$ cat src/rtl/bridge_pkg.sv
// Shared definitions for the bridge-attached APB timer: register offsets,
// CTRL/STATUS bit positions and the FSM state encoding.
package bridge_pkg;

   localparam logic [1:0] TMR_CTRL   = 2'd0;
   localparam logic [1:0] TMR_LOAD   = 2'd1;
   localparam logic [1:0] TMR_VALUE  = 2'd2;
   localparam logic [1:0] TMR_STATUS = 2'd3;

   localparam int CTRL_EN_BIT        = 0;
   localparam int CTRL_PERIODIC_BIT  = 1;
   localparam int CTRL_IE_BIT        = 2;
   localparam int CTRL_PRESCALE_LSB  = 8;
   localparam int CTRL_PRESCALE_MSB  = 15;

   localparam int STATUS_EXPIRED_BIT = 0;

   typedef enum logic {
      TMR_IDLE = 1'b0,
      TMR_RUN  = 1'b1
   } tmr_state_e;

   // Assembles the CTRL read image; unused bits read as zero.
   function automatic logic [31:0] ctrl_pack(input logic en, input logic periodic,
                                             input logic ie, input logic [7:0] prescale);
      logic [31:0] v;
      v = '0;
      v[CTRL_EN_BIT]                             = en;
      v[CTRL_PERIODIC_BIT]                       = periodic;
      v[CTRL_IE_BIT]                             = ie;
      v[CTRL_PRESCALE_MSB:CTRL_PRESCALE_LSB]     = prescale;
      return v;
   endfunction

endpackage

$ cat src/rtl/apb_timer_if.sv
// APB slave-side bus bundle between the AHB-to-APB bridge and the timer.
interface apb_timer_if;
   logic        Psel;
   logic        Penable;
   logic        Pwrite;
   logic [31:0] Paddr;
   logic [31:0] Pwdata;
   logic [31:0] Prdata;

   modport master (output Psel, Penable, Pwrite, Paddr, Pwdata, input  Prdata);
   modport slave  (input  Psel, Penable, Pwrite, Paddr, Pwdata, output Prdata);
endinterface

$ cat src/rtl/apb_timer_prescaler.sv
// 8-bit prescaler: counts 0..i_prescale while enabled and emits a one-cycle tick
// on the terminal count; i_clear restarts the count from 0.
module apb_timer_prescaler (
   input  logic       Hclk,
   input  logic       Hresetn,
   input  logic       i_en,
   input  logic       i_clear,
   input  logic [7:0] i_prescale,
   output logic       o_tick
);
   logic [7:0] r_count;
   logic       w_terminal;

   assign w_terminal = (r_count == i_prescale);
   assign o_tick     = i_en & w_terminal;

   always_ff @(posedge Hclk or negedge Hresetn) begin
      if (!Hresetn) begin
         r_count <= 8'h00;
      end else if (i_clear || !i_en || w_terminal) begin
         r_count <= 8'h00;
      end else begin
         r_count <= r_count + 8'd1;
      end
   end
endmodule

$ cat src/rtl/apb_timer.sv
// APB timer: 32-bit down-counter with one-shot/periodic modes and registered IRQ.
// The 8-bit prescaler and CTRL[15:8] exist only when APB_TIMER_PRESCALE_EN is defined.
module apb_timer
   import bridge_pkg::*;
#(
   parameter logic [31:0] RESET_LOAD = 32'hFFFF_FFFF
) (
   input  logic       Hclk,
   input  logic       Hresetn,
   apb_timer_if.slave apb,
   output logic       Irq
);
   tmr_state_e  r_state;
   tmr_state_e  w_state_nxt;
   logic        r_periodic;
   logic        r_ie;
   logic        r_expired;
   logic        r_irq;
   logic [31:0] r_load;
   logic [31:0] r_value;
   logic [31:0] w_value_nxt;
   logic        w_expired_nxt;
   logic [31:0] w_rdata;
   logic        w_wr;
   logic        w_wr_ctrl;
   logic        w_wr_load;
   logic        w_wr_status;
   logic        w_clr_ps;
   logic        w_run;
   logic        w_tick;
   logic        w_tick_run;
   logic        w_expire;
   logic [7:0]  w_prescale_rd;
   logic        w_unused_bits;

   assign w_wr        = apb.Psel & apb.Penable & apb.Pwrite;
   assign w_wr_ctrl   = w_wr & (apb.Paddr[3:2] == TMR_CTRL);
   assign w_wr_load   = w_wr & (apb.Paddr[3:2] == TMR_LOAD);
   assign w_wr_status = w_wr & (apb.Paddr[3:2] == TMR_STATUS);
   assign w_clr_ps    = w_wr_ctrl | w_wr_load;
   assign w_run       = (r_state == TMR_RUN);

   assign w_unused_bits = ^{apb.Paddr[31:4], apb.Paddr[1:0]};

`ifdef APB_TIMER_PRESCALE_EN
   logic [7:0] r_prescale;

   always_ff @(posedge Hclk or negedge Hresetn) begin
      if (!Hresetn) begin
         r_prescale <= 8'h00;
      end else if (w_wr_ctrl) begin
         r_prescale <= apb.Pwdata[CTRL_PRESCALE_MSB:CTRL_PRESCALE_LSB];
      end
   end

   apb_timer_prescaler u_prescaler (
      .Hclk       (Hclk),
      .Hresetn    (Hresetn),
      .i_en       (w_run),
      .i_clear    (w_clr_ps),
      .i_prescale (r_prescale),
      .o_tick     (w_tick)
   );

   assign w_prescale_rd = r_prescale;
`else
   assign w_tick        = w_run;
   assign w_prescale_rd = 8'h00;
`endif

   // A LOAD/CTRL write in the same cycle swallows the tick.
   assign w_tick_run = w_tick & w_run & ~w_clr_ps;
   // VALUE==0 (after LOAD=0) expires exactly like VALUE==1.
   assign w_expire   = w_tick_run & (r_value <= 32'd1);

   always_ff @(posedge Hclk or negedge Hresetn) begin
      if (!Hresetn) begin
         r_state <= TMR_IDLE;
      end else begin
         r_state <= w_state_nxt;
      end
   end

   always_comb begin
      w_state_nxt = r_state;
      if (w_wr_ctrl) begin
         w_state_nxt = apb.Pwdata[CTRL_EN_BIT] ? TMR_RUN : TMR_IDLE;
      end else if (w_expire && !r_periodic) begin
         w_state_nxt = TMR_IDLE;
      end
   end

   always_comb begin
      w_value_nxt = r_value;
      if (w_wr_load) begin
         w_value_nxt = apb.Pwdata;
      end else if (w_expire) begin
         w_value_nxt = r_periodic ? r_load : 32'h0;
      end else if (w_tick_run) begin
         w_value_nxt = r_value - 32'd1;
      end

      // Expiry beats a simultaneous write-1-to-clear.
      w_expired_nxt = r_expired;
      if (w_expire) begin
         w_expired_nxt = 1'b1;
      end else if (w_wr_status && apb.Pwdata[STATUS_EXPIRED_BIT]) begin
         w_expired_nxt = 1'b0;
      end
   end

   always_ff @(posedge Hclk or negedge Hresetn) begin
      if (!Hresetn) begin
         r_periodic <= 1'b0;
         r_ie       <= 1'b0;
         r_load     <= RESET_LOAD;
         r_value    <= RESET_LOAD;
         r_expired  <= 1'b0;
         r_irq      <= 1'b0;
      end else begin
         if (w_wr_ctrl) begin
            r_periodic <= apb.Pwdata[CTRL_PERIODIC_BIT];
            r_ie       <= apb.Pwdata[CTRL_IE_BIT];
         end
         if (w_wr_load) begin
            r_load <= apb.Pwdata;
         end
         r_value   <= w_value_nxt;
         r_expired <= w_expired_nxt;
         r_irq     <= r_expired & r_ie;
      end
   end

   always_comb begin
      w_rdata = 32'h0;
      if (apb.Psel && !apb.Pwrite) begin
         case (apb.Paddr[3:2])
            TMR_CTRL:   w_rdata = ctrl_pack(w_run, r_periodic, r_ie, w_prescale_rd);
            TMR_LOAD:   w_rdata = r_load;
            TMR_VALUE:  w_rdata = r_value;
            TMR_STATUS: w_rdata = {31'h0, r_expired};
            default:    w_rdata = 32'h0;
         endcase
      end
   end

   assign apb.Prdata = w_rdata;
   assign Irq        = r_irq;
endmodule

$ cat src/flat_wrapper.sv
// flat-port wrapper written by rule: the top's interface ports become plain ports
module apb_timer_flat import bridge_pkg::*;
#(
   parameter logic [31:0] RESET_LOAD = 32'hFFFF_FFFF
)
  (Hclk, Hresetn, Irq, apb_Psel, apb_Penable, apb_Pwrite, apb_Paddr, apb_Pwdata, apb_Prdata);
  apb_timer_if apb_i ();
  input  logic Hclk;
  input  logic Hresetn;
  output logic Irq;
  input wire logic [$bits(apb_i.Psel)-1:0] apb_Psel;
  input wire logic [$bits(apb_i.Penable)-1:0] apb_Penable;
  input wire logic [$bits(apb_i.Pwrite)-1:0] apb_Pwrite;
  input wire logic [$bits(apb_i.Paddr)-1:0] apb_Paddr;
  input wire logic [$bits(apb_i.Pwdata)-1:0] apb_Pwdata;
  output wire logic [$bits(apb_i.Prdata)-1:0] apb_Prdata;
  assign apb_i.Psel = apb_Psel;
  assign apb_i.Penable = apb_Penable;
  assign apb_i.Pwrite = apb_Pwrite;
  assign apb_i.Paddr = apb_Paddr;
  assign apb_i.Pwdata = apb_Pwdata;
  assign apb_Prdata = apb_i.Prdata;
  apb_timer #(.RESET_LOAD(RESET_LOAD)) u_core (.Hclk(Hclk), .Hresetn(Hresetn), .apb(apb_i), .Irq(Irq));
endmodule
$ cat config.mk
export PLATFORM = sky130hd
export DESIGN_NAME = apb_timer_flat
export DESIGN_NICKNAME = d
export VERILOG_FILES = /design/src/rtl/bridge_pkg.sv /design/src/rtl/apb_timer_if.sv /design/src/rtl/apb_timer_prescaler.sv /design/src/rtl/apb_timer.sv /design/src/flat_wrapper.sv
export SDC_FILE = /design/constraint.sdc
export NUM_CORES = 1
export LEC_CHECK = 0
export CAP_MARGIN = 20
export CORE_MARGIN = 2
export CORE_UTILIZATION = 50
export CTS_CLUSTER_DIAMETER = 50
export DETAILED_ROUTE_END_ITERATION = 10
export PLACE_DENSITY = 0.8
export SYNTH_ARGS = -nofsm -noshare
export SYNTH_HDL_FRONTEND = slang
export SYNTH_HIERARCHICAL = 1
export SYNTH_SLANG_ARGS = --single-unit
$ cat constraint.sdc
create_clock -name Hclk -period 3.41 [get_ports Hclk]
set_input_delay 0.8525 -clock Hclk [delete_from_list [all_inputs] [get_ports Hclk]]
set_output_delay 0.8525 -clock Hclk [all_outputs]
set_load 0.01 [all_outputs]
# Yosys cells after proc, flatten, opt, wreduce, memory -nomap -nowiden
# Index checks and enable logic that the tools add are counted.
dict set report totals {
  output_inout_bits 33
  in_bits 69
  regBits 69
}
dict set report classes {
  order_cmp 1
  reduce_logical 9
  muxes 11
  addsub 1
  n_bitwise 10
  n_eq_ne 3
}
# cell count
set op_table {}
lappend op_table {{two-way mux 32 bit} 5}
lappend op_table {{one-hot mux 32 bit (4 select lines)} 1}
lappend op_table {{less-or-equal comparator 32 x 1 -> 1 bit (second input constant)} 1}
lappend op_table {{subtractor 32 x 1 -> 32 bit (second input constant)} 1}
lappend op_table {{bitwise AND 1 bit} 8}
lappend op_table {{two-way mux 1 bit} 5}
lappend op_table {{== test 2 bit (second input constant)} 2}
lappend op_table {{nonzero test 2 bit} 2}
lappend op_table {{logical AND 1 bit} 3}
lappend op_table {{nonzero test 3 bit} 1}
lappend op_table {{== test 2 x 1 -> 1 bit (second input constant)} 1}
lappend op_table {{zero test 1 bit} 2}
lappend op_table {{zero test 2 bit} 1}
lappend op_table {{inverter 1 bit} 1}
lappend op_table {{bitwise OR 1 bit} 1}

# Depth between registers and ports, before layout
# Gate-level depths: netlist (run 1).
dict set report depth {
  ltp_word 10
  ltp_mapped 9
  mapped_depth_nobuf 8
}

# Least setup slack after synthesis (run 1)
# OpenSTA, ideal clock, no wires.
dict set report synth_timing {
  kind {input to output}
  startpoint {in apb_Paddr[2]}
  endpoint {out apb_Prdata[21]}
  path_slack_ns 0.334
  t_arrival_ns 2.224
  cell_stages 7
  path_cell_list {clkbuf_1 inv_1 nor2_1 clkbuf_1 buf_1 a22oi_1 nor2_1}
}
dict set report synth_between {
  elab_chain_len 3
}
# item line_no
set synth_rtl {}
lappend synth_rtl {{from (decl)} flat_wrapper.sv:14} ;# input wire logic [$bits(apb_i.Paddr)-1:0] apb_Paddr;
lappend synth_rtl {{== test 2 bit (tied with other cells)} apb_timer.sv:137} ;# case (apb.Paddr[3:2])
lappend synth_rtl {{one-hot mux 32 bit (4 select lines) (*)} apb_timer.sv:137}
lappend synth_rtl {{two-way mux 32 bit (*)} apb_timer.sv:136} ;# if (apb.Psel && !apb.Pwrite) begin
lappend synth_rtl {{to (decl)} flat_wrapper.sv:16} ;# output wire logic [$bits(apb_i.Prdata)-1:0] apb_Prdata;
# Every way passes the cells marked *; elsewhere a longest branch is shown, timed or not.

# Worst setup path after layout (run 1)
dict set report layout_timing {
  startpoint {in apb_Paddr[2]}
  endpoint {out apb_Prdata[15]}
}
# Same word-level chain as after synthesis.

==> results of run 1 <==
[how the worst max path moves through the flow]
stage | start | end | depth (start not counted)
6_report | apb_Paddr[2] | apb_Prdata[15] | 7
5_1_grt | apb_Paddr[2] | apb_Prdata[23] | 7
4_1_cts | apb_Paddr[2] | apb_Prdata[5] | 7
3_5_place_dp | apb_Paddr[2] | apb_Prdata[23] | 7
3_3_place_gp | apb_Paddr[2] | apb_Prdata[23] | 7
2_1_floorplan | apb_Paddr[2] | apb_Prdata[21] | 7
[Yosys cell counts, types with 3 or more instances]
cell type                  count
sky130_fd_sc_hd__nand4_1       5
sky130_fd_sc_hd__a311oi_1      3
sky130_fd_sc_hd__a22oi_1      35
sky130_fd_sc_hd__o211ai_1      3
sky130_fd_sc_hd__dfstp_2      64
sky130_fd_sc_hd__nand3_1       8
sky130_fd_sc_hd__nor4_1        4
sky130_fd_sc_hd__buf_6         4
sky130_fd_sc_hd__xnor2_1      14
sky130_fd_sc_hd__or4_4         3
sky130_fd_sc_hd__o21ai_0      12
sky130_fd_sc_hd__nand2_1     118
sky130_fd_sc_hd__mux2_2        3
sky130_fd_sc_hd__a31oi_1      15
sky130_fd_sc_hd__and2_1        4
sky130_fd_sc_hd__or2_2         3
sky130_fd_sc_hd__o22ai_1      12
sky130_fd_sc_hd__clkbuf_1     28
sky130_fd_sc_hd__buf_2         3
sky130_fd_sc_hd__nor2b_1       3
sky130_fd_sc_hd__inv_1         4
sky130_fd_sc_hd__nor2_1       62
sky130_fd_sc_hd__or4_1         3
sky130_fd_sc_hd__o21ai_1       4
sky130_fd_sc_hd__xor2_1        4
sky130_fd_sc_hd__buf_1         5
sky130_fd_sc_hd__nor3_1       12
sky130_fd_sc_hd__a21oi_1      29
sky130_fd_sc_hd__a211oi_1      9
sky130_fd_sc_hd__dfrtp_1       5
sky130_fd_sc_hd__or3_1         4
[per-stage QoR]
step           hold WS, ps  util, %
3_3_place_gp           454     62.7
6_report               471     64.8
3_5_place_dp           458     62.7
2_1_floorplan          444        -
5_1_grt                483     64.8
4_1_cts                472     64.7
[placed cells by master (no fill, tap or decap), types with 12 or more instances in the layout]
master,synthesis,layout
sky130_fd_sc_hd__clkdlybuf4s50_1,0,63
sky130_fd_sc_hd__a22oi_1,35,35
sky130_fd_sc_hd__dfstp_2,64,64
sky130_fd_sc_hd__a31oi_1,15,15
sky130_fd_sc_hd__a21oi_1,29,29
sky130_fd_sc_hd__nor3_1,12,12
sky130_fd_sc_hd__o22ai_1,12,12
sky130_fd_sc_hd__o21ai_0,12,12
sky130_fd_sc_hd__xnor2_1,14,14
sky130_fd_sc_hd__nor2_1,62,60
sky130_fd_sc_hd__nand2_1,118,118
sky130_fd_sc_hd__buf_4,0,20
[flip-flops by register name, indices dropped and copies added (netlist names)]
name / cells
u_core/r_load: 32
u_core/r_value: 32
u_core/Irq: 1
u_core/r_expired: 1
u_core/r_ie: 1
u_core/r_periodic: 1
u_core/r_state: 1
[area by class of cell]
class	count	area (µm²)	area share, %
timing repair buffer	95	937	17.5
inverter	4	15.0	0.281
tap	105	131	2.45
sequential	69	1810	33.8
clock inverter	5	27.5	0.514
clock buffer	11	131	2.45
multi-input combinational	405	2300	43.0
[layer usage]
layer / wire length, µm / up-vias
met1: 5270 / 2051
met5: 0 / -
met2: 5930 / 194
met4: 249 / 0
li1: - / 1982
met3: 934 / 21
[logic make-up (layout without fill, tap and decap cells)]
family          after synthesis  after routing  share of synthesized area, %
simple gates                242            242                          25.6
flops                        69             69                          42.1
mux                           6              6                          1.78
buf+inv                      44            115                          4.64
xor+xnor                     18             18                          3.67
fa+ha+maj                     2              2                         0.583
compound gates              137            137                          21.6
[worst register-to-register path, delay by kind of cell, from the launching register on]
| family | cells | cell delay, ps |
|---|---|---|
| simple gates | 4 | 2100 |
| flops | 1 | 400 |
| compound gates | 2 | 340 |
[power groups by stage]
stage	logic, W	clock network (W)	registers (W)
finish	0.000887	0.000581	0.00146
global route	0.000987	0.000626	0.00149
CTS	0.000884	0.000590	0.00144
detailed placement	0.000872	0	0.00145
global placement	0.000844	0	0.00143
floorplan	0.000648	0	0.00135
[timing repair]
item,4_1_cts,5_1_grt
endpoints found under the setup margin,32,30
resized for setup,4,5
setup buffers,0,0
cloned,0,0
==> results.txt, run 1 <==
----------------------------------------------------
[Synthesis]
  Top cell type's share of synthesized area ... roughly two fifths
  Flip-flop and latch count after synthesis ... around 70
  Synthesized area per cell ... around 8.3 µm²
  FFs w/ async S/R, synth ... 100%
  Post-synthesis instance area ... 0.00429 mm²
  Number of enable flip-flop cells after synthesis ... 0
  Sequential-to-total area share from yosys stat ... 42.1%
  Cell type contributing the most total cell area after synthesis ... sky130_fd_sc_hd__dfstp_2
  Net Count, Synth ... 589
  Synth warn ... 6
  Top post-synthesis cells by area ... sky130_fd_sc_hd__dfstp_2 (39%), sky130_fd_sc_hd__nand2_1 (10%), sky130_fd_sc_hd__a22oi_1 (6.1%), sky130_fd_sc_hd__nor2_1 (5.4%), sky130_fd_sc_hd__a21oi_1 (3.4%)
  Primary flip-flop cell chosen by synthesis mapping ... sky130_fd_sc_hd__dfstp_2
  Netlist cell types ... 56
  Post-synthesis cell count ... 518

[Critical path]
  Crit-path slowest cell ... sky130_fd_sc_hd__clkdlybuf4s50_1
  Kind of cell adding the most delay to the critical path ... buffers and inverters
  Origin of the critical flop-to-flop path ... u_core/r_value[11]$_DFFE_PN1P_
  Worst Path Buf+Inv ... 4
  Highest fanout seen on the critical path ... 8
  Data arrival time at the worst-slack endpoint ... 2620 ps
  CP peak stage delay ... 540 ps
  Type of the setup path with the least slack ... primary input to output pin
  Endpoint of the lowest-slack register-to-register path ... u_core/r_value[26]$_DFFE_PN1P_
  Element type at the critical path end ... output pin
  Data required time at the worst endpoint ... 2560 ps
  Startpoint kind of the worst setup timing path ... primary input
  Depth of the worst register-to-register path ... 6
  Worst path cell trace ... clkdlybuf4s50_1 > buf_4 > nor2b_4 > buf_4 > a22oi_1 > nor2_1 > clkdlybuf4s50_1
  Minimum setup slack among reg-to-reg paths ... 520 ps

[Floorplanning]
  Number of top-level design ports ... approximately 100
  Starting Density ... between 50% and 60%
  Area of the die ... between 0.009 and 0.01 mm²
  Core Area ... ~0.0083 mm²
  Row count ... 33
  Die W ... 96.6 µm
  Vertical extent of the die ... 96.6 µm

[Route]
  Initial drt markers ... 337
  Count of antenna-violating nets left after detailed routing ... 0
  Routed length per placed instance ... 17.8 µm
  Number of vias per cell ... just over 6
  Detailed-route wire length ... approximately 12 mm
  Number of optimization iterations in the first detailed-route pass ... 8
  DRC Markers ... 0
  DR vias ... 4248

[Global route]
  Peak-usage layer in the global routing report ... met2
  Met2 capacity usage during global routing ... 43.2%
  M3 GR Usage ... 5.78%
  Vias in the first global route ... 4221
  Final global-route overflow total ... 0
  Global routing usage summed across all routing layers ... 27.2%
  Largest net degree at the start of global routing ... 38
  Initial antenna violation count ... 0
  Global-route wire length before repair ... 20.8 mm
  GR Layer Usage met1 ... 35.7%

[STA]
  Hold violation total from the final report ... 0
  Setup Skew ... 9.02 ps
  Worst-case headroom to the max-slew limit ... about half
  Number of pins with negative max-slew slack in the final report ... 0
  Setup TNS ... -241 ps
  Min setup slack post-route ... -65.3 ps
  Min Clock Period, post-route ... around 3500 ps
  RSZ-0062 raised after global routing ... yes
  Fin crit share ... 102%
  Upper clock frequency limit ... 0.288 GHz
  Number of setup violations in the final report ... 7
  Slew @ Worst Pin ... 768 ps

[Placement]
  Hpwl dp ... 8.17 mm
  Count of buffers inserted at the top-level ports ... 71
  Routability congestion estimate ... 0.881
  # placed instances ... just under 700
  Placed cell areas ... around 0.0052 mm²
  Worst slack, placed ... -116 ps

[Cells and area]
  Number of cells in the finished layout apart from fillers ... between 600 and 700
  Final Net Count ... approximately 660
  Number of diodes ... 0
  Fraction of layout cells with a size suffix above 1 ... 21.2%
  Fillers ... 721
  Syn-to-layout area delta ... 24.7%
  Post-route design area ... 0.00535 mm²

[Power and ir drop]
  Overall power of the completed layout ... 0.00292 W
  Fraction of power spent switching nets ... 36.3%
  Clock share of power ... about a fifth
  Power density relative to cell area ... 546 mW/mm²
  Internal power summed over all cells ... 0.00186 W
  Peak supply drop ... 0.311 mV
  Leakage component of the power ... about 2.2 nW
  Total net switching power ... 0.00106 W
  Share of power burned in registers ... 49.8%
  Proportion of power drawn by combinational gates ... 30.4%

[Clock network]
  Cts bufs inserted ... 9
  Maximum level of the CTS H-tree ... 3
  TritonCTS clock tree ... built
  Number of sinks handled by clock tree synthesis ... 69
  Clock root cell ... sky130_fd_sc_hd__clkbuf_8
  Clock-pin transition on the worst setup and hold timing paths ... 70 ps
  Count of hold buffers inserted by post-cts repair ... 0
  Insertion delay to the later sink of the worst-skew pair ... 360 ps
  Max Root-Sink Buffers ... 2

[Hold path]
  Number of instances on the worst hold path ... 2
  Worst hold path type ... flip-flop to flip-flop
  Hold Crit Endpoint ... u_core/r_load[24]$_DFFE_PN1P_
  HP Start ... u_core/r_load[24]$_DFFE_PN1P_

[Status]
  Violations in the final reports ... negative setup slack
  Run status ... finished, violations left

[Job]
  Max-cap violations ... 0

----------------------------------------------------
No activity file was read; power rests on OpenSTA's default activity.
==> run 2, diff against run 1 <==
--- a/config.mk
+++ b/config.mk
@@ -7,10 +7,10 @@
 export LEC_CHECK = 0
 export CAP_MARGIN = 20
 export CORE_MARGIN = 2
-export CORE_UTILIZATION = 50
+export CORE_UTILIZATION = 45
 export CTS_CLUSTER_DIAMETER = 50
 export DETAILED_ROUTE_END_ITERATION = 10
-export PLACE_DENSITY = 0.8
+export PLACE_DENSITY = 0.73
 export SYNTH_ARGS = -nofsm -noshare
 export SYNTH_HDL_FRONTEND = slang
 export SYNTH_HIERARCHICAL = 1
==> results.txt, run 2 (synthesis gave the netlist of run 1 again) <==
----------------------------------------------------
[Placement]
  # placed instances ... 708 (was 678)
  Routability congestion estimate ... 0.850 (was 0.881)
  Hpwl dp ... 8.38 mm (was 8.17 mm)
  Worst slack, placed ... -69.6 ps (was -116 ps)
  Count of buffers inserted at the top-level ports ... 71 (unchanged)

[Cells and area]
  Most frequent standard cell in the layout excluding fill and tap cells ... sky130_fd_sc_hd__nand2_1 (unchanged)
  Highest-count cells in the layout ignoring fill and taps ... sky130_fd_sc_hd__nand2_1 (118), sky130_fd_sc_hd__dfstp_2 (64), sky130_fd_sc_hd__nor2_1 (60) (was sky130_fd_sc_hd__nand2_1 (118), sky130_fd_sc_hd__dfstp_2 (64), sky130_fd_sc_hd__clkdlybuf4s50_1 (63))
  Top Registers ... u_core/r_load: 32 flops, u_core/r_value: 32 flops (unchanged)
  Final Net Count ... 661 (was 655)
  Number of diodes ... 0 (unchanged)
  Fillers ... 841 (was 721)
  Number of cells in the finished layout apart from fillers ... 724 (was 694)
  Fraction of layout cells with a size suffix above 1 ... 21.7% (was 21.2%)
  Syn-to-layout area delta ... 28.1% (was 24.7%)

[Critical path]
  Startpoint kind of the worst setup timing path ... primary input (unchanged)
  Kind of cell adding the most delay to the critical path ... buffers and inverters (unchanged)
  Type of the setup path with the least slack ... primary input to output pin (unchanged)
  CP peak stage delay ... 520 ps (was 540 ps)
  Data required time at the worst endpoint ... 2560 ps (about the same)
  Highest fanout seen on the critical path ... 3 (was 8)
  Element type at the critical path end ... output pin (unchanged)
  Worst Path Buf+Inv ... 3 (was 4)
  Worst path cell trace ... clkdlybuf4s50_1 > buf_4 > mux4_2 > nor2b_1 > dlygate4sd2_1 (was clkdlybuf4s50_1 > buf_4 > nor2b_4 > buf_4 > a22oi_1 > nor2_1 > clkdlybuf4s50_1)
  Data arrival time at the worst-slack endpoint ... 2390 ps (was 2620 ps)
  Crit-path slowest cell ... sky130_fd_sc_hd__clkdlybuf4s50_1 (unchanged)

[Floorplanning]
  Die W ... 102 µm (was 96.6 µm)
  Row count ... 35 (was 33)
  Area of the die ... 0.0103 mm² (was 0.00934 mm²)
  Vertical extent of the die ... 102 µm (was 96.6 µm)
  Starting Density ... 46.4% (was 52.0%)
  Number of top-level design ports ... 102 (unchanged)
  Core Area ... 0.00924 mm² (was 0.00826 mm²)

[Hold path]
  Worst hold path type ... flip-flop to flip-flop (unchanged)

[STA]
  RSZ-0062 raised after global routing ... no (was yes)
  Setup Skew ... 10.7 ps (was 9.02 ps)
  Number of setup violations in the final report ... 0 (was 7)
  Upper clock frequency limit ... 0.308 GHz (was 0.288 GHz)
  Hold violation total from the final report ... 0 (unchanged)
  Min setup slack post-route ... 163 ps (was -65.3 ps)
  Setup TNS ... 0 ps (was -241 ps)
  Number of pins with negative max-slew slack in the final report ... 0 (unchanged)
  Worst-case headroom to the max-slew limit ... 46.6% (was 48.3%)
  Min Clock Period, post-route ... 3250 ps (was 3480 ps)
  Slew @ Worst Pin ... 794 ps (was 768 ps)
  Fin crit share ... 95.2% (was 102%)

[Clock network]
  Number of sinks handled by clock tree synthesis ... 69 (unchanged)
  TritonCTS clock tree ... built (unchanged)
  Cts bufs inserted ... 9 (unchanged)
  Max Root-Sink Buffers ... 2 (unchanged)
  Maximum level of the CTS H-tree ... 3 (unchanged)
  Count of hold buffers inserted by post-cts repair ... 0 (unchanged)
  Insertion delay to the later sink of the worst-skew pair ... 340 ps (was 360 ps)
  Clock root cell ... sky130_fd_sc_hd__clkbuf_8 (unchanged)
  Clock-pin transition on the worst setup and hold timing paths ... 70 ps (about the same)

[Route]
  Number of vias per cell ... 5.83 (was 6.12)
  Number of optimization iterations in the first detailed-route pass ... 6 (was 8)
  DRC Markers ... 0 (unchanged)
  Count of antenna-violating nets left after detailed routing ... 0 (unchanged)
  Detailed-route wire length ... 12.3 mm (was 12.4 mm)
  Initial drt markers ... 279 (was 337)
  Routed length per placed instance ... 17.0 µm (was 17.8 µm)
  DR vias ... 4221 (was 4248)

[Power and ir drop]
  Power density relative to cell area ... 531 mW/mm² (was 546 mW/mm²)
  Overall power of the completed layout ... 0.00292 W (about the same)
  Leakage component of the power ... 2.61 nW (was 2.18 nW)
  Peak supply drop ... 0.290 mV (was 0.311 mV)

[Global route]
  Initial antenna violation count ... 0 (unchanged)
  Global routing usage summed across all routing layers ... 24.4% (was 27.2%)
  Vias in the first global route ... 4052 (was 4221)
  Global-route wire length before repair ... 19.9 mm (was 20.8 mm)
  Final global-route overflow total ... 0 (unchanged)
  Largest net degree at the start of global routing ... 45 (was 38)

[Status]
  Run status ... complete, no violations (was finished, violations left)

[Job]
  Max-cap violations ... 0 (unchanged)

----------------------------------------------------
==> run 2: cell types whose count changed in the layout (fill, tap and decap cells not counted), sizes merged <==
cell,delta
clkdlybuf4s50,-25
dlymetal6s2s,+20
buf,+6
dlygate4sd2,+5
clkbuf,+3
clkinv,-2
clkinvlp,-1
==> run 2: cell type report <==
| cell class | count | area, µm² | area share [%] |
|---|---|---|---|
| tap | 129 | 161 | 2.94 |
| clock buffer | 14 | 153 | 2.78 |
| multi-input combinational | 405 | 2310 | 42.0 |
| timing repair buffer | 101 | 1040 | 19.0 |
| sequential | 69 | 1810 | 32.9 |
| clock inverter | 2 | 10.0 | 0.182 |
| inverter | 4 | 15.0 | 0.273 |
==> run 2: final timing paths <==
path	endpoint	start	depth (start not counted)	slack, ps
worst min register to register	u_core/r_load[20]$_DFFE_PN1P_	u_core/r_load[20]$_DFFE_PN1P_	2	470
worst min-delay path	u_core/r_load[20]$_DFFE_PN1P_	u_core/r_load[20]$_DFFE_PN1P_	2	470
worst max register to register	u_core/r_value[30]$_DFFE_PN1P_	u_core/r_value[27]$_DFFE_PN1P_	6	740
max in group asynchronous	u_core/r_value[1]$_DFFE_PN1P_	Hresetn	2	2100
min in group asynchronous	u_core/r_load[10]$_DFFE_PN1P_	Hresetn	1	850
worst max-delay path	apb_Prdata[0]	apb_Paddr[2]	5	160
==> run 2: routing by layer <==
metal | routed length [µm] | global-route usage, % | part of all wire, %
met1 | 5500 | 32.5 | 45
met5 | 0 | 0 | 0
met2 | 5910 | 39.8 | 48
met3 | 644 | 3.38 | 5.2
met4 | 263 | 10.2 | 2.1
==> run 2: metrics by stage <==
stage	hold WS [ps]	util [%]	area, µm²
after global routing	481	59.5	5500
after floorplan	444	-	4290
final	469	59.5	5500
after detailed placement	457	56.9	5260
after CTS	469	58.7	5420
after global placement	453	56.9	5260
==> run 2: worst register-to-register path, cell delays in order (launching register included) <==
cell	delay, ps
sky130_fd_sc_hd__dfstp_2	390
sky130_fd_sc_hd__or4_1	590
sky130_fd_sc_hd__or4_4	480
sky130_fd_sc_hd__or4_4	720
sky130_fd_sc_hd__a21oi_1	190
sky130_fd_sc_hd__o21ai_1	90
sky130_fd_sc_hd__and3_1	140
==> run 2: what timing repair did <==
action	4_1_cts	5_1_grt
setup buffers	0	0
cloned	0	0
resized for setup	9	27
endpoints found under the setup margin	32	25
==> run 2: report_power, final <==
part,switching (W),total (W),leakage (nW),internal [W]
clock network,0.000299,0.000582,0.0844,0.000283
logic,0.000464,0.000885,1.79,0.000421
registers,0.000268,0.00145,0.735,0.00118
==> run 3, diff against run 2 <==
--- a/config.mk
+++ b/config.mk
@@ -10,7 +10,7 @@
 export CORE_UTILIZATION = 45
 export CTS_CLUSTER_DIAMETER = 50
 export DETAILED_ROUTE_END_ITERATION = 10
-export PLACE_DENSITY = 0.73
+export PLACE_DENSITY = 0.76
 export SYNTH_ARGS = -nofsm -noshare
 export SYNTH_HDL_FRONTEND = slang
 export SYNTH_HIERARCHICAL = 1
==> constraint.sdc (replaced) <==
create_clock -name Hclk -period 2.7 [get_ports Hclk]
set_input_delay 0.675 -clock Hclk [delete_from_list [all_inputs] [get_ports Hclk]]
set_output_delay 0.675 -clock Hclk [all_outputs]
set_load 0.01 [all_outputs]
==> results.txt, run 3 (synthesis gave the netlist of run 1 again) <==
----------------------------------------------------
[Status]
  Run status ... complete, no violations (unchanged)

[Critical path]
  Highest fanout seen on the critical path ... 4 (was 3)
  Data arrival time at the worst-slack endpoint ... 1960 ps (was 2390 ps)
  Data required time at the worst endpoint ... 2030 ps (was 2560 ps)
  Element type at the critical path end ... output pin (unchanged)
  Most frequent cell on the critical path ... sky130_fd_sc_hd__dlygate4sd2_1
  Crit-path slowest cell ... sky130_fd_sc_hd__mux4_2 (was sky130_fd_sc_hd__clkdlybuf4s50_1)
  Worst path cell trace ... dlygate4sd2_1 > buf_6 > mux4_2 > nor2b_1 > dlygate4sd2_1 (was clkdlybuf4s50_1 > buf_4 > mux4_2 > nor2b_1 > dlygate4sd2_1)
  Startpoint kind of the worst setup timing path ... primary input (unchanged)
  CP peak stage delay ... 480 ps (was 520 ps)
  Type of the setup path with the least slack ... primary input to output pin (unchanged)

[Global route]
  Final global-route overflow total ... 0 (unchanged)
  Global-route wire length before repair ... 21.3 mm (was 19.9 mm)
  Initial antenna violation count ... 0 (unchanged)
  Global routing usage summed across all routing layers ... 26.2% (was 24.4%)
  Vias in the first global route ... 4340 (was 4052)
  Largest net degree at the start of global routing ... 70 (was 45)

[STA]
  Min Clock Period, post-route ... 2630 ps
  Number of setup violations in the final report ... 0 (unchanged)
  Fin crit share ... 97.4%
  Upper clock frequency limit ... 0.380 GHz
  Slew @ Worst Pin ... 806 ps (was 794 ps)
  Setup Skew ... 11.6 ps (was 10.7 ps)
  Number of pins with negative max-slew slack in the final report ... 0 (unchanged)
  Worst-case headroom to the max-slew limit ... 46.1% (was 46.6%)
  Hold violation total from the final report ... 0 (unchanged)
  Smallest hold slack ... 360 ps (was 469 ps)
  Min setup slack post-route ... 69.8 ps (was 163 ps)

[Cells and area]
  Number of diodes ... 0 (unchanged)
  Fraction of layout cells with a size suffix above 1 ... 28.4% (was 21.7%)
  Fillers ... 792 (was 841)
  Final Net Count ... 690 (was 661)
  Highest-count cells in the layout ignoring fill and taps ... sky130_fd_sc_hd__nand2_1 (118), sky130_fd_sc_hd__dfstp_2 (64), sky130_fd_sc_hd__nor2_1 (60) (unchanged)
  Top Registers ... u_core/r_load: 32 flops, u_core/r_value: 32 flops (unchanged)
  Final core area utilization ... 61.5% (was 59.5%)
  Syn-to-layout area delta ... 32.5% (was 28.1%)
  Most frequent standard cell in the layout excluding fill and tap cells ... sky130_fd_sc_hd__nand2_1 (unchanged)
  Post-route design area ... 0.00568 mm² (was 0.00550 mm²)
  Number of cells in the finished layout apart from fillers ... 753 (was 724)

[Clock network]
  Max Root-Sink Buffers ... 2 (unchanged)
  Maximum level of the CTS H-tree ... 3 (unchanged)
  Cts bufs inserted ... 9 (unchanged)
  TritonCTS clock tree ... built (unchanged)
  Number of sinks handled by clock tree synthesis ... 69 (unchanged)
  Clock root cell ... sky130_fd_sc_hd__clkbuf_8 (unchanged)
  Insertion delay to the later sink of the worst-skew pair ... 350 ps (was 340 ps)
  Clock-pin transition on the worst setup and hold timing paths ... 80 ps (was 70 ps)

[Floorplanning]
  Vertical extent of the die ... 102 µm (unchanged)
  Area of the die ... 0.0103 mm² (unchanged)
  Die W ... 102 µm (unchanged)
  Starting Density ... 46.4% (unchanged)
  Core Area ... 0.00924 mm² (unchanged)
  Row count ... 35 (unchanged)
  Number of top-level design ports ... 102 (unchanged)

[Route]
  Number of optimization iterations in the first detailed-route pass ... 6 (unchanged)
  DR vias ... 4472 (was 4221)
  Count of antenna-violating nets left after detailed routing ... 0 (unchanged)
  Routed length per placed instance ... 17.4 µm (was 17.0 µm)
  Detailed-route wire length ... 13.1 mm (was 12.3 mm)
  Initial drt markers ... 345 (was 279)
  DRC Markers ... 0 (unchanged)
  Number of vias per cell ... 5.94 (was 5.83)

[Power and ir drop]
  Leakage component of the power ... 2.42 nW (was 2.61 nW)
  Power density relative to cell area ... 699 mW/mm² (was 531 mW/mm²)
  Peak supply drop ... 0.395 mV (was 0.290 mV)

[Placement]
  Count of buffers inserted at the top-level ports ... 71 (unchanged)
  # placed instances ... 726 (was 708)
  Placed cell areas ... 0.00542 mm² (was 0.00526 mm²)
  Hpwl dp ... 8.67 mm (was 8.38 mm)
  Worst slack, placed ... -406 ps (was -69.6 ps)
  Routability congestion estimate ... 0.906 (was 0.850)

[Hold path]
  Worst hold path type ... primary input to asynchronous set/reset pin (was flip-flop to flip-flop)

[Job]
  Max-cap violations ... 0 (unchanged)

----------------------------------------------------
run 3: cell type report:
cell class	instances	area, µm²	area share [%]
inverter	4	15.0	0.264
clock inverter	5	75.1	1.32
sequential	69	1810	31.8
timing repair buffer	130	1170	20.6
clock buffer	11	131	2.31
tap	129	161	2.84
multi-input combinational	405	2320	40.8
run 3: layer usage:
layer	vias to the layer above	GRT usage, %	routed length, µm
met2	219	43.2	6270
li1	2057	-	-
met3	36	3.73	993
met1	2160	34.2	5490
met4	0	11.3	345
met5	-	0	0
run 3: worst paths after layout:
path | slack [ps] | to | startpoint | depth (start not counted)
min reg2reg | 470 | u_core/r_load[31]$_DFFE_PN1P_ | u_core/r_load[31]$_DFFE_PN1P_ | 2
min in group Hclk | 470 | u_core/r_load[31]$_DFFE_PN1P_ | u_core/r_load[31]$_DFFE_PN1P_ | 2
max | 70 | apb_Prdata[0] | apb_Paddr[2] | 5
min | 360 | u_core/r_ie$_DFFE_PN0P_ | Hresetn | 2
max in group asynchronous | 2020 | u_core/r_load[0]$_DFFE_PN1P_ | Hresetn | 2
max reg2reg | 80 | u_core/r_value[10]$_DFFE_PN1P_ | u_core/r_value[27]$_DFFE_PN1P_ | 5
run 3: critical path, delay by kind of cell:
family / cells / cell delay [ps]
AND/OR/NAND/NOR: 1 / 140
multiplexers: 1 / 480
buffers and inverters: 3 / 670
run 3: repair_timing:
item | in CTS | in global routing
gates resized for setup | 61 | 17
pin swaps | 0 | 1
gates cloned | 2 | 0
hold buffers | 0 | 0
buffers inserted | 7 | 2
endpoints found under the setup margin | 32 | 11
run 3: power by group:
part           internal, W  switching [W]  total, W  leakage [nW]
combinational     0.000583       0.000637   0.00122          1.58
sequential         0.00149       0.000337   0.00183         0.735
clock             0.000517       0.000405  0.000921         0.107
run 3: metrics by stage:
| step | setup TNS, ps | total power (W) |
|---|---|---|
| detailed placement | -16670 | 0.00302 |
| floorplan | 0 | 0.00253 |
| global route | -10.5 | 0.00421 |
| finish | 0 | 0.00397 |
| global placement | -17770 | 0.00296 |
| CTS | 0 | 0.00396 |
